===== src/rtl/req_enc_pkg.sv =====
`default_nettype none
// ============================================================================
// Module      : req_enc_pkg
// Description : Shared types and helpers for the 32-to-5 request encoder.
//               Provides the default sizes, the FSM state type, the vector and
//               index typedefs, and a one-hot decode helper.
// Revision    : 1.0 - initial release
// ============================================================================
package req_enc_pkg;

  localparam int N_REQ_DEF = 32;
  localparam int IDX_W_DEF = 5;

  typedef enum logic [0:0] {
    IDLE  = 1'b0,
    OFFER = 1'b1
  } state_t;

  typedef logic [N_REQ_DEF-1:0] req_vec_t;
  typedef logic [IDX_W_DEF-1:0] idx_t;

  // One-hot decode of an index: the mirror of the datapath select decoder.
  function automatic req_vec_t onehot(input idx_t idx);
    req_vec_t v;
    v      = '0;
    v[idx] = 1'b1;
    return v;
  endfunction

endpackage : req_enc_pkg
`default_nettype wire


===== src/rtl/req_encoder_32to5_prio_enc32.sv =====
`default_nettype none
// ============================================================================
// Module      : prio_enc32
// Description : Combinational descending priority encoder with a movable
//               start point. The search examines vec[start] first, then
//               start-1, ... wrapping from 0 to N_REQ-1. With start tied to
//               N_REQ-1 it is a plain highest-index-wins encoder.
// Ports       : vec   - candidate vector
//               start - first index examined
//               idx   - first set index found (0 when none)
//               found - vec has at least one set bit
// Revision    : 1.0 - initial release
// ============================================================================
module prio_enc32 #(
  parameter  int N_REQ = 32,
  localparam int IDX_W = $clog2(N_REQ)
) (
  input  logic [N_REQ-1:0] vec,
  input  logic [IDX_W-1:0] start,
  output logic [IDX_W-1:0] idx,
  output logic             found
);

  logic [IDX_W-1:0] w_cand;

  // Walk from the lowest priority position up to the highest so the last
  // hit written is the winner. Index arithmetic wraps naturally because
  // N_REQ is a power of two.
  always_comb begin
    idx    = '0;
    found  = 1'b0;
    w_cand = '0;
    for (int k = N_REQ - 1; k >= 0; k--) begin
      w_cand = start - IDX_W'(k);
      if (vec[w_cand]) begin
        idx   = w_cand;
        found = 1'b1;
      end
    end
  end

endmodule : prio_enc32
`default_nettype wire


===== src/rtl/req_encoder_32to5.sv =====
`default_nettype none
// ============================================================================
// Module      : req_encoder_32to5
// Description : Sequential 32-to-5 request encoder. Request lines are OR'd
//               into a pending register; one pending source is encoded and
//               offered on a valid/ready handshake, and its pending bit is
//               retired when the consumer accepts. One IDLE bubble per grant.
// Build macro : REQ_ENC_ROUND_ROBIN_EN - when defined, the encoder searches
//               downward from just below the last retired index (with wrap)
//               instead of fixed highest-index-first priority.
// Ports       : clk         - clock, rising edge
//               rst_n       - asynchronous active-low reset
//               req         - request lines, OR'd into pending each edge
//               clr_all     - synchronous flush of pending and any offer
//               out_valid   - out_idx holds a pending source
//               out_idx     - encoded source index
//               out_ready   - consumer accept (with out_valid)
//               pending     - registered pending vector
//               any_pending - registered |pending
// Revision    : 1.0 - initial release
// ============================================================================
module req_encoder_32to5
  import req_enc_pkg::*;
#(
  parameter  int N_REQ = N_REQ_DEF,
  localparam int IDX_W = $clog2(N_REQ)
) (
  input  logic             clk,
  input  logic             rst_n,
  input  logic [N_REQ-1:0] req,
  input  logic             clr_all,
  output logic             out_valid,
  output logic [IDX_W-1:0] out_idx,
  input  logic             out_ready,
  output logic [N_REQ-1:0] pending,
  output logic             any_pending
);

  state_t           r_state;
  logic             w_retire;
  req_vec_t         w_onehot;
  logic [N_REQ-1:0] w_retire_mask;
  logic [N_REQ-1:0] w_pending_nxt;
  logic [IDX_W-1:0] w_start;
  logic [IDX_W-1:0] w_enc_idx;
  logic             w_enc_found;

  // out_valid is high exactly while an offer is outstanding.
  assign out_valid = (r_state == OFFER);

  // A flush cancels the accept: nothing is retired and rr_ptr is untouched.
  assign w_retire      = out_valid && out_ready && !clr_all;
  assign w_onehot      = onehot(idx_t'(out_idx));
  assign w_retire_mask = w_retire ? w_onehot[N_REQ-1:0] : '0;

  // A request on the bit being retired wins, so it stays pending.
  assign w_pending_nxt = clr_all ? '0 : ((pending & ~w_retire_mask) | req);

`ifdef REQ_ENC_ROUND_ROBIN_EN
  logic [IDX_W-1:0] r_rr_ptr;

  always_ff @(posedge clk or negedge rst_n) begin
    if (!rst_n) begin
      r_rr_ptr <= '1;
    end else if (w_retire) begin
      r_rr_ptr <= out_idx;
    end
  end

  // Search begins one below the last retired index.
  assign w_start = r_rr_ptr - 1'b1;
`else
  assign w_start = '1;
`endif

  prio_enc32 #(
    .N_REQ (N_REQ)
  ) u_prio_enc (
    .vec   (pending),
    .start (w_start),
    .idx   (w_enc_idx),
    .found (w_enc_found)
  );

  always_ff @(posedge clk or negedge rst_n) begin
    if (!rst_n) begin
      pending     <= '0;
      any_pending <= 1'b0;
    end else begin
      pending     <= w_pending_nxt;
      any_pending <= |w_pending_nxt;
    end
  end

  // out_idx only loads on IDLE->OFFER, so it stays frozen through the offer
  // and keeps its last value while idle.
  always_ff @(posedge clk or negedge rst_n) begin
    if (!rst_n) begin
      r_state <= IDLE;
      out_idx <= '0;
    end else begin
      case (r_state)
        IDLE: begin
          if (!clr_all && w_enc_found) begin
            r_state <= OFFER;
            out_idx <= w_enc_idx;
          end
        end
        OFFER: begin
          if (clr_all || out_ready) begin
            r_state <= IDLE;
          end
        end
        default: r_state <= IDLE;
      endcase
    end
  end

endmodule : req_encoder_32to5
`default_nettype wire


===== config.mk =====
export PLATFORM = sky130hd
export DESIGN_NAME = req_encoder_32to5
export DESIGN_NICKNAME = d
export VERILOG_FILES = /design/src/rtl/req_enc_pkg.sv /design/src/rtl/req_encoder_32to5_prio_enc32.sv /design/src/rtl/req_encoder_32to5.sv
export SDC_FILE = /design/constraint.sdc
export NUM_CORES = 1
export LEC_CHECK = 0
export ABC_AREA = 1
export CORE_MARGIN = 1
export CORE_UTILIZATION = 40
export CTS_CLUSTER_DIAMETER = 60
export DETAILED_ROUTE_END_ITERATION = 8
export MAX_ROUTING_LAYER = met4
export PLACE_DENSITY = 0.76
export SKIP_LAST_GASP = 1
export SLEW_MARGIN = 20
export SYNTH_ARGS = -nofsm -noshare
export SYNTH_HDL_FRONTEND = slang
export SYNTH_SLANG_ARGS = --single-unit
export TNS_END_PERCENT = 100

===== constraint.sdc =====
create_clock -name clk -period 1.7 [get_ports clk]
set_clock_uncertainty 0.05 [all_clocks]
set_input_delay 0.34 -clock clk [delete_from_list [all_inputs] [get_ports clk]]
set_output_delay 0.34 -clock clk [all_outputs]
set_load 0.01 [all_outputs]

==> impl_metrics.py <==
metrics = {
    "power_and_ir_drop": {
        "p_leak_nw": 2.06,
        "clockPowerShare": 0.296,
        "combPwrFrac": 0.320,
        "power_mw": 2.77,
        "power_density_mw_per_mm2": 720,
        "seqPwrFrac": 0.384,
        "power.switching_uw": 845,
        "intPower_mw": 1.93,
        "p_sw_frac": 0.305,
        "ir_worst_vdd_uv": 425,
    },
    "sta": {
        "max_freq_ghz": 0.452,
        "worst_slack_ps": -514,
        "setup_violations": 7,
        "finalMaxSlewViolations": 0,
        "min_period_ps": 2210,
        "finalHoldViolations": 0,
        "fin_crit_sh": 1.30,
        "timing.slew.headroom": 0.690,
        "rsz0062_at_grt": "true",
        "tns_ps": -2620,
        "tightestPinTransition_ps": 465,
    },
    "finish": {
        "nFillCells": 318,
        "nets": 477,
        "drive_above_1_share": 0.283,
        "multi_input_area_mm2": 0.00103,
        "antenna_cells": 0,
        "area_delta_synth_final_pct": 84.8,
        "ff_latch_area_um2": 978,
    },
    "critical_path": {
        "crit_top_cell": "nand2_1",
        "reg2reg_slack_ps": -510,
        "reg2reg_to": "out_idx[0]",
        "critPathKind": "reg2reg",
        "startpoint_type": "flop",
        "crit_required_ps": 1880,
        "reg2regPathDepth": 31,
        "critPathMaxStageDelay_ps": 400,
        "slowest_stage": "dfrtp_1",
        "arrival_ps": 2400,
        "path_max_fanout": 2,
        "r2r-start": "pending[2]",
        "setup.worst_path.end_class": "flop",
    },
    "routing": {
        "drtPass1Iterations": 6,
        "final_antenna_net_count": 0,
        "routed_wl_um": 7790,
        "drtIter0Drc": 219,
        "viasPerCell": 5.16,
        "vias": 2624,
        "post-route-drc-count": 0,
        "wl_per_cell_um": 15.3,
    },
    "die": {
        "die_area_mm2": 0.00550,
        "die_w_um": 74.1,
        "ios": 75,
        "start_util": 0.427,
        "core_region_area_mm2": 0.00488,
        "std_cell_rows": 25,
        "chipHeight_um": 74.1,
    },
    "min_path": {
        "hold_path.class": "in2reg",
        "min_to": "out_valid",
        "min_from": "out_ready",
        "hold_depth": 4,
    },
    "synthesis": {
        "netlist_area_mm2": 0.00208,
        "synth_seq_cells": 39,
        "synth_warnings": 0,
        "synth_area_per_cell_um2": 7.25,
        "synth_top_area_frac": 0.469,
        "yosysTopAreaCell": "dfrtp_1",
        "synth_area_leaders": "dfrtp_1 47%, inv_1 12%, nand2_1 8.3%",
        "synthCells": 287,
        "syn_nets": 323,
        "yosysUniqueCellTypes": 21,
        "seq_area_frac_synth": 0.469,
    },
    "grt": {
        "grt_pass1_vias": 2520,
        "grt_pass1_wl_um": 11900,
        "grt.overflow.total": 0,
        "track_usage": 0.301,
        "grt_antenna_before_repair": 0,
        "grt_max_degree": 35,
    },
    "place": {
        "gp_congestion": 0.922,
        "io_buffers": 74,
        "hpwl_um": 5510,
    },
    "cts": {
        "cts_tree": "yes",
        "htreeDepth": 2,
        "path_clk_slew_ps": 80,
        "cts_buffers": 5,
        "cts_sinks": 39,
        "clk_latency_ps": 300,
        "cts.path.max_buffers": 2,
        "clock-root-buffer": "clkbuf_8",
    },
    "run_status": {
        "status": "complete, but fails checks",
        "violations": "setup timing",
    },
    "job": {
        "drv_cap": 0,
    },
}
[sequential cells by signal, summed over array words and instances, names as in the netlist]
register     count
pending         32
out_valid        1
any_pending      1
out_idx          5
[power groups by stage]
stage	combinational [mW]	clock (mW)	sequential, mW
finish	0.888	0.819	1.06
global route	0.959	0.854	1.07
CTS	0.832	0.813	1.06
detailed placement	0.771	0	1.08
global placement	0.752	0	1.07
floorplan	0.237	0	1.11
[synth_stat cells]
library cell	n
inv_1	67
a31oi_1	3
nand4_1	3
a21oi_1	32
o211ai_1	2
nand3_1	16
a21oi_2	1
nor2_1	23
or3_1	1
a32oi_1	1
inv_2	1
a21boi_0	1
buf_2	1
nor3_1	4
o21ai_0	34
clkbuf_1	2
buf_1	1
nor2_4	1
dfrtp_1	39
nor4_1	8
nand2_1	46
[what timing repair did]
action                                  CTS  global route
gates resized for setup                  47            45
buffers inserted                         10             5
hold endpoints to repair                 18             0
endpoints found under the setup margin   23            24
hold buffers                              1             0
pin swaps                                10            12
[worst max path at each step]
stage	slack [ps]	startpoint	to	cells after the start
2_1_floorplan	-210	pending[2]	out_idx[0]	31
3_3_place_gp	-920	out_ready	any_pending	10
3_5_place_dp	-1130	out_ready	any_pending	10
4_1_cts	-470	out_valid	any_pending	10
5_1_grt	-800	pending[2]	out_idx[0]	31
6_report	-510	pending[2]	out_idx[0]	31
[worst max-delay path: cells and delay by family (launching register included)]
family                 cells  cell delay, ps
AND/OR/NAND/NOR           29            1540
flip-flops                 1             400
AO/OA/AOI/OAI              1             100
buffers and inverters      1              70
[cells by family after synthesis]
logic type | Yosys count | synth area share
and+or+nand+nor | 102 | 0.214
buffers and inverters | 72 | 0.130
AOI/OAI and AO/OA | 74 | 0.187
DFF | 39 | 0.469
[metal layers]
metal / track usage / routed length [um]
met1: 0.374 / 3230
met2: 0.503 / 3810
met3: 0.0379 / 531
met4: 0.107 / 216
met5: - / 0
[metrics by stage]
stage          setup WS [ps]  cells  hold slack [ps]  instance area [um2]  utilization
6_report                -514    509              424                 3850        0.788
5_1_grt                 -802    509              451                 3850        0.788
4_1_cts                 -472    504              414                 3680        0.754
3_5_place_dp           -1130    485              262                 3380        0.692
3_3_place_gp            -920    485              256                 3380        0.692
2_1_floorplan           -211    287            -5.59                 2100            -
[area by class of cell]
type,count,share of cell area
timing repair buffer,151,0.359
clock buffer,6,0.0215
inverter,68,0.0663
clock inverter,2,0.00911
sequential,39,0.254
multi-input combinational,176,0.268
tap,67,0.0218
[placed cells by master (no fill, tap or decap), types with 2 or more instances in the layout]
cell type	instances
nand3_4	4
a21oi_2	7
dfrtp_2	2
nor4_1	3
buf_6	5
nor4_2	5
a21oi_1	26
buf_12	2
o211ai_1	2
inv_1	66
a31oi_1	3
nand2_1	39
nor3_4	2
buf_4	69
inv_2	2
nor2_1	21
o21ai_1	8
nand2_2	6
nand4_1	3
nor2_4	3
dlymetal6s2s_1	16
o21ai_2	4
dfrtp_1	37
clkbuf_8	6
nor3_2	2
dlygate4sd2_1	16
nand3_1	11
o21ai_0	22
clkdlybuf4s50_1	41
Power figures use the tool's default switching activity.
==> RTL change: new RTL, same flow settings <==
`N_REQ_DEF`: 32 -> 16.
--- a/src/rtl/req_enc_pkg.sv
+++ b/src/rtl/req_enc_pkg.sv
@@ -8,7 +8,7 @@
 // ============================================================================
 package req_enc_pkg;
 
-  localparam int N_REQ_DEF = 32;
+  localparam int N_REQ_DEF = 16;
   localparam int IDX_W_DEF = 5;
 
   typedef enum logic [0:0] {
Ports: changed (resized out_idx, pending and req); port bits go from 75 to 42. The function was not compared with the original's and may differ.
==> RTL change against the unedited design <==
Highest routed layer unchanged. Count of clock-buffer cells in the layout is 3 lower. Worst setup slack better by 0.52 ns. Sequential power is 43% lower. Wire length is 53% lower. The run ends with design-rule violations left. Cell area is 50% lower. Sequential cell count is 17 lower. Synthesized area is 42% lower. Power is 45% lower.
==> RTL change: results (changes against the unedited design) <==
Global route
  – Gr usage total: 23.3% (was 30.1%)
  – Largest net degree at the start of global routing: 23 (was 35)
  – Vias in the first global route: 1243 (was 2520)

Layout
  – Biggest regs: pending (16), out_idx (4) (was pending (32), out_idx (5))
  – Finished Layout Cells: 257 (was 509)
  – Fill count: 240 (was 318)
  – Share of post-route cells with drive strength above 1: 22.1% (was 28.3%)

Yosys
  – Register area share after synthesis: 45.9% (was 46.9%)
  – Synth top area cells: dfrtp_1, inv_1, nand2_1 (unchanged)
  – Syn avg cell area: 7.63 sq um (was 7.25 sq um)
  – Top cells by count, synth: inv_1, nand2_1, dfrtp_1 (unchanged)
  – Net Count, Synth: 177 (was 323)

Min path
  – Hold crit path type: in -> async (was in -> reg)

Detailed routing
  – Final wirelength: 3.69 mm (was 7.79 mm)
  – Initial DRC count: 78 (was 219)
  – Post-route DRC: 2 (was 0)

Place
  – Final HPWL DP: 2.56 mm (was 5.51 mm)
  – Placed instance area: 1700 sq um (was 3380 sq um)
  – Placer Congestion: 0.887 (was 0.922)
  – Placed cells: 236 (was 485)
  – I/O Buffers: 41 (was 74)

Critical path
  – Slowest cell on crit path: clkdlybuf4s50_1 (was dfrtp_1)
  – Top delay family on crit path: buffers and inverters (was simple AND/OR/NAND/NOR gates)
  – Crit path arrival time: 1.31 ns (was 2.40 ns)
  – CP Max Fanout: 3 (was 2)
  – Crit path largest cell delay: 0.55 ns (was 0.40 ns)
  – FF-to-FF path depth: 9 (was 31)

Clock network
  – CTS buffer count: 3 (was 5)
  – Max H-tree Level: 1 (was 2)
  – Clk root buf: clkbuf_4 (was clkbuf_8)

Outcome
  – Failing checks: design-rule violations (was negative setup slack)
  – Status: finished, violations left (unchanged)

Power
  – Leakage: 0.00100 uW (was 0.00206 uW)
  – Max VDD drop: 0.709 mV (was 0.425 mV)

Timing
  – Worst-Margin Slew: 0.372 ns (was 0.465 ns)
[RTL change: cell count changes after synthesis, sizes merged, moves of 2 or more]
cell    change
a21oi      -16
nand2      -17
o21ai      -14
nor4        -5
a31oi       -3
clkbuf      -2
dfrtp      -17
nor2       -11
nand3       -8
o211ai      -2
inv        -31
[RTL change: layer usage]
metal  track usage [%]  share of wire (%)  wire [um]  vias to the layer above
met1              30.9                 42       1550                      619
met3              2.76                4.8        178                        9
met2              36.7                 51       1890                       55
met4              8.36                1.7         62                        0
met5                 -                  0          0                        -
li1                  -                  -          -                      636
[RTL change: area by class of cell]
class | instances | area (sq um) | area share [%]
clock buffer | 3 | 22.5 | 1.18
clock inverter | 1 | 30.0 | 1.57
inverter | 37 | 139 | 7.26
multi-input combinational | 96 | 507 | 26.5
sequential | 22 | 554 | 29.0
tap | 31 | 38.8 | 2.03
timing repair buffer | 67 | 621 | 32.5
[RTL change: path summary, 6_finish.rpt]
path                                   from          end  slack, ns
min in group clk                     req[0]   pending[0]       0.51
worst max-delay path             pending[0]   pending[0]      0.004
worst min register to register   pending[6]   pending[6]       0.54
worst max register to register  pending[13]   out_idx[0]       0.10
max in group asynchronous             rst_n  pending[15]       1.04
worst min-delay path                  rst_n   out_idx[3]       0.29
[RTL change: report_power, final]
part | switching, uW | internal [uW] | leakage (uW)
Sequential | 36.5 | 572 | 0.000263
Clock | 182 | 239 | 0.0000279
Combinational | 259 | 244 | 0.000712
[RTL change: repair_timing]
item / 4_1_cts / 5_1_grt
endpoints found under the setup margin: 9 / 16
gates resized for setup: 3 / 9
buffers inserted: 8 / 9
[RTL change: logic make-up after synthesis]
group,share of synthesized area [%]
AND/OR/NAND/NOR,24.1
AO/OA/AOI/OAI,17.0
buffers and inverters,12.9
flip-flops,45.9
[RTL change: worst register-to-register path: cells and delay by family (launching register included)]
kind	cells	cell delay (ns)
AOI/OAI and AO/OA	1	0.04
DFF	1	0.43
and+or+nand+nor	5	0.71
buffers and inverters	3	0.28
[RTL change: through the flow]
stage	util (%)	worst slack, ns
finish	68.2	0.00442
global route	68.2	-0.0662
floorplan	-	0.287
CTS	64.7	-0.0101
detailed placement	60.6	-0.297
global placement	60.6	-0.287
